File: config.mk
export PLATFORM = sky130hd
export DESIGN_NAME = key_expansion
export DESIGN_NICKNAME = d
export VERILOG_FILES = /design/src/rtl/aes_pkg.sv /design/src/rtl/aes_sbox.sv /design/src/rtl/key_expansion.sv
export SDC_FILE = /design/constraint.sdc
export NUM_CORES = 2
export LEC_CHECK = 0
export CAP_MARGIN = 10
export CORE_AREA = 2 2 606 608
export CTS_BUF_LIST = sky130_fd_sc_hd__clkbuf_4 sky130_fd_sc_hd__clkbuf_8 sky130_fd_sc_hd__clkbuf_16
export DETAILED_ROUTE_END_ITERATION = 6
export DIE_AREA = 0 0 608 610
export DONT_BUFFER_PORTS = 1
export GPL_TIMING_DRIVEN = 1
export MAX_ROUTING_LAYER = met4
export PLACE_DENSITY = 0.41
export SLEW_MARGIN = 20
export SYNTH_ARGS = -nofsm -noshare
export SYNTH_HDL_FRONTEND = slang
export SYNTH_SLANG_ARGS = --single-unit
File: constraint.sdc
create_clock -name Clk -period 60.5 [get_ports Clk]
set_input_delay 9.075 -clock Clk [delete_from_list [all_inputs] [get_ports Clk]]
set_output_delay 9.075 -clock Clk [all_outputs]
set_load 0.01 [all_outputs]
File: src/rtl/aes_pkg.sv
// AES-128 shared definitions: widths, round constants and key FSM states.
// Imported by the key schedule generator and the S-box.
package aes_pkg;

  localparam int RK_W       = 128;
  localparam int SCHED_W    = 1408;
  localparam int NUM_ROUNDS = 10;

  localparam logic [3:0] LAST_ROUND = 4'd10;

  typedef enum logic [1:0] {
    KS_IDLE,
    KS_EXPAND,
    KS_DONE
  } ks_state_e;

  // Round constant table, indexed by round 1..10.
  function automatic logic [7:0] rcon(input logic [3:0] r);
    logic [7:0] rc;
    case (r)
      4'd1:    rc = 8'h01;
      4'd2:    rc = 8'h02;
      4'd3:    rc = 8'h04;
      4'd4:    rc = 8'h08;
      4'd5:    rc = 8'h10;
      4'd6:    rc = 8'h20;
      4'd7:    rc = 8'h40;
      4'd8:    rc = 8'h80;
      4'd9:    rc = 8'h1b;
      4'd10:   rc = 8'h36;
      default: rc = 8'h00;
    endcase
    return rc;
  endfunction

endpackage

File: src/rtl/aes_sbox.sv
// AES forward S-box, combinational 256-entry byte lookup.
// Ports: byte_i input byte, byte_o substituted byte.
module aes_sbox (
  input  logic [7:0] byte_i,
  output logic [7:0] byte_o
);

  // Entry 0 sits in the top byte of the table.
  localparam logic [2047:0] TBL = {
    128'h637c777bf26b6fc53001672bfed7ab76,
    128'hca82c97dfa5947f0add4a2af9ca472c0,
    128'hb7fd9326363ff7cc34a5e5f171d83115,
    128'h04c723c31896059a071280e2eb27b275,
    128'h09832c1a1b6e5aa0523bd6b329e32f84,
    128'h53d100ed20fcb15b6acbbe394a4c58cf,
    128'hd0efaafb434d338545f9027f503c9fa8,
    128'h51a3408f929d38f5bcb6da2110fff3d2,
    128'hcd0c13ec5f974417c4a77e3d645d1973,
    128'h60814fdc222a908846eeb814de5e0bdb,
    128'he0323a0a4906245cc2d3ac629195e479,
    128'he7c8376d8dd54ea96c56f4ea657aae08,
    128'hba78252e1ca6b4c6e8dd741f4bbd8b8a,
    128'h703eb5664803f60e613557b986c11d9e,
    128'he1f8981169d98e949b1e87e9ce5528df,
    128'h8ca1890dbfe6426841992d0fb054bb16
  };

  // Top bit of entry x is 2047 - 8x, i.e. {~x, 3'b111}.
  assign byte_o = TBL[{~byte_i, 3'b111} -: 8];

endmodule

File: src/rtl/key_expansion.sv
// Sequential AES-128 key schedule: one round key per clock into a packed schedule.
// Ports: Clk, Reset, Start, Cipher_Key in; Key_Schedule, Busy, Done, Valid out.
module key_expansion
  import aes_pkg::*;
(
  input  logic               Clk,
  input  logic               Reset,
  input  logic               Start,
  input  logic [RK_W-1:0]    Cipher_Key,
  output logic [SCHED_W-1:0] Key_Schedule,
  output logic               Busy,
  output logic               Done,
  output logic               Valid
);

  ks_state_e          state_q;
  logic [3:0]         cnt_q;
  logic [SCHED_W-1:0] sched_q;
  logic               busy_q;
  logic               done_q;
  logic               valid_q;

  logic [3:0]      prev_idx;
  logic [RK_W-1:0] prev_rk;
  logic [RK_W-1:0] next_rk;
  logic [31:0]     w0, w1, w2, w3;
  logic [31:0]     rot, sub, t;
  logic [31:0]     n0, n1, n2, n3;

  // Clamp keeps the read slot in range while idle (counter 0).
  assign prev_idx = (cnt_q == 4'd0) ? 4'd0 : cnt_q - 4'd1;
  assign prev_rk  = sched_q[{prev_idx, 7'd0} +: RK_W];

  assign w0 = prev_rk[127:96];
  assign w1 = prev_rk[95:64];
  assign w2 = prev_rk[63:32];
  assign w3 = prev_rk[31:0];

  assign rot = {w3[23:0], w3[31:24]};

  aes_sbox u_sb0 (.byte_i(rot[31:24]), .byte_o(sub[31:24]));
  aes_sbox u_sb1 (.byte_i(rot[23:16]), .byte_o(sub[23:16]));
  aes_sbox u_sb2 (.byte_i(rot[15:8]),  .byte_o(sub[15:8]));
  aes_sbox u_sb3 (.byte_i(rot[7:0]),   .byte_o(sub[7:0]));

  assign t  = sub ^ {rcon(cnt_q), 24'h0};
  assign n0 = w0 ^ t;
  assign n1 = w1 ^ n0;
  assign n2 = w2 ^ n1;
  assign n3 = w3 ^ n2;

  assign next_rk = {n0, n1, n2, n3};

  always_ff @(posedge Clk or posedge Reset) begin
    if (Reset) begin
      state_q <= KS_IDLE;
      cnt_q   <= 4'd0;
      sched_q <= '0;
      busy_q  <= 1'b0;
      done_q  <= 1'b0;
      valid_q <= 1'b0;
    end else begin
      case (state_q)
        KS_IDLE: begin
          done_q <= 1'b0;
          if (Start) begin
            sched_q[RK_W-1:0] <= Cipher_Key;
            cnt_q   <= 4'd1;
            valid_q <= 1'b0;
            busy_q  <= 1'b1;
            state_q <= KS_EXPAND;
          end
        end
        KS_EXPAND: begin
          sched_q[{cnt_q, 7'd0} +: RK_W] <= next_rk;
          if (cnt_q == LAST_ROUND) begin
            busy_q  <= 1'b0;
            done_q  <= 1'b1;
            valid_q <= 1'b1;
            state_q <= KS_DONE;
          end else begin
            cnt_q <= cnt_q + 4'd1;
          end
        end
        KS_DONE: begin
          done_q  <= 1'b0;
          state_q <= KS_IDLE;
        end
        default: begin
          busy_q  <= 1'b0;
          done_q  <= 1'b0;
          state_q <= KS_IDLE;
        end
      endcase
    end
  end

  assign Key_Schedule = sched_q;
  assign Busy         = busy_q;
  assign Done         = done_q;
  assign Valid        = valid_q;

endmodule

==> results.ini <==
[grt]
grt_pass1_vias = 77200
antenna_found_initial = 59
grt_max_degree = 162
gr-total-overflow = 0
grt_pass1_wl_um = 801000
grtUsageTotal_pct = 32.7

[critical_path]
critPathBufInv = 7
worstSetupPathType = primary input to async pin
path_common_cell = buf_4
crit_path_max_incr_delay_ns = 0.79
arrival_ns = 14.12
cp.required_ns = 61.46
cp-start-kind = primary input
critPathCaptureType = async pin
path_max_fanout = 161
crit_family = buffers and inverters
cpMaxStageDelayCell = buf_4
cp_cell_sequence = inv_8 > buf_12 > buf_4 > buf_4 > buf_4 > buf_4 > buf_4

[cts]
ctsHoldBuffers = 0
cts.reportedPaths.clkPinSlew_ns = 0.06
clock_latency_ns = 0.94
cts_tree = done
clockBufferDepth = 4
cts_resized = 0
cts_num_sinks = 1417
postCtsSetupRepairBufs = 0
cts_root_buf = clkbuf_16
cts_max_level = 4
cts_inserted_buffers = 180

[placed_design]
dp_hpwl_um = 444000
pre_cts_ws_ns = 46.33
port_buffers = 0
placedInstanceArea_um2 = 86100
globalplace.congestion = 0.968

[synthesis]
syn-instance-count = 9381
yosys.cell_types.count = 129
synthArstFlopShare_pct = 100
ys_seq_area_share_pct = 44.1
synth_edf_count = 0
ys_ff_latch = 1417
yosys_warnings = 0
syn_area_um2 = 80300
ys.flop_type = dfrtp_1
synth_fp_nets = 9575
syn_area_per_cell_um2 = 8.56

[finish]
stdcell_area_um2 = 92500
fin_nets = 9151
syn_to_final_growth_pct = 15.1
drive_above_1_share_pct = 12.0
register_area_um2 = 35500
fill_cells = 39400
fin_util_pct = 25.4
final_common_cell = nand2_1
multi_input_area_um2 = 41400
mostFrequentLayoutCells = nand2_1, dfrtp_1, o21ai_0

[sta]
setup_viol = 0
setup_tns_ns = 0
maxSlewHeadroom_pct = 4.42
rsz0062_at_grt = false
slew_violations = 0
setup_ws_ns = 47.34
max_clock_freq_ghz = 0.0760
worstMarginPinSlew_ns = 1.43
finalCritPeriodShare_pct = 21.7
hold_violations = 0
fin_crit_ns = 13.16
clock_skew_ns = 0.120

[detailed_routing]
drt-initial-drc-count = 11100
viasPerCell = 5.87
post-route-drc-count = 1
avgRoutedWirePerCell_um = 44.0
drt-total-wl_um = 614000
routed-via-count = 81800
ant_nets = 0
first_pass_iters = 7

[floorplanning]
row_count = 222
die_h_um = 610
initial_core_util_pct = 22.0
core_area_um2 = 364000
top_level_ports = 1542
die-area_um2 = 371000
die_x_um = 608

[outcome]
violations = design-rule violations
status = finished, violations left

[hold_path]
hp-class = register to register

[job]
drv_cap = 0

## cells in the mapped netlist (all sizes together) (123+ instances only)
| library cell | number | share of area, % |
|---|---|---|
| nand2 | 1957 | 9.1 |
| clkbuf | 580 | 2.7 |
| buf | 418 | 2.9 |
| mux2i | 163 | 2.1 |
| o21ai | 1639 | 10 |
| a211oi | 169 | 1.6 |
| a31oi | 168 | 1.4 |
| nor3 | 123 | 0.82 |
| nor2 | 281 | 1.3 |
| xnor2 | 133 | 1.8 |
| dfrtp | 1417 | 44 |
| nand3 | 325 | 2.1 |
| a21oi | 389 | 2.5 |
## routing by layer
metal	part of all wire [%]	vias to the layer above	GRT usage, %
met2	46	5360	50.7
met3	10	1084	9.97
met5	0	-	-
met4	6.9	0	18.5
li1	-	33200	-
met1	37	42100	37.4
## stage by stage
| stage | instances | hold slack [ns] |
|---|---|---|
| floorplan | 9381 | 0.490 |
| global placement | 13600 | 0.553 |
| detailed placement | 13600 | 0.562 |
| global route | 13900 | 0.596 |
| finish | 13900 | 0.576 |
| CTS | 13900 | 0.575 |
## cell families (layout without fill, tap and decap cells)
group           Yosys count  count (layout)  synth area share, %
fa+ha+maj                63              63                0.981
simple gates           2959            2959                 15.6
other cells               0              32                    0
mux                     269             269                 3.61
buf+inv                1044             758                 5.85
compound gates         3441            3441                 27.3
xor+xnor                188             188                 2.56
flops                  1417            1417                 44.1
## sequential cells by signal, summed over array words and instances (netlist names)
name,cells
Key_Schedule,1408
Done,1
Valid,1
state_q,2
cnt_q,4
Busy,1
## path summary, 6_finish.rpt
path                              startpoint           endpoint  cells past startpoint  slack [ns]
max                                    Reset  Key_Schedule[152]                      7       47.34
min                        Key_Schedule[371]  Key_Schedule[371]                      2        0.58
max reg2reg                         cnt_q[0]  Key_Schedule[400]                     21       49.26
min reg2reg                Key_Schedule[371]  Key_Schedule[371]                      2        0.58
max in group Clk                       Start  Key_Schedule[104]                      8       49.08
min in group asynchronous              Reset  Key_Schedule[852]                      1        8.11
## worst min-delay path: cells and delay by family (launching register included)
family / cells / cell delay (ns)
AOI/OAI and AO/OA: 1 / 0.07
DFF: 1 / 0.41
and+or+nand+nor: 1 / 0.06
## cell type report
type / instances / share of cell area [%]
multi-input combinational: 6920 / 44.8
sequential: 1417 / 38.3
tap: 4816 / 6.51
clock buffer: 264 / 5.86
timing repair buffer: 392 / 3.40
clock inverter: 56 / 0.825
inverter: 46 / 0.202
antenna: 32 / 0.0866
Power is not shown: default switching activity piles up to over one toggle a cycle in this logic, so the estimate is an artifact.
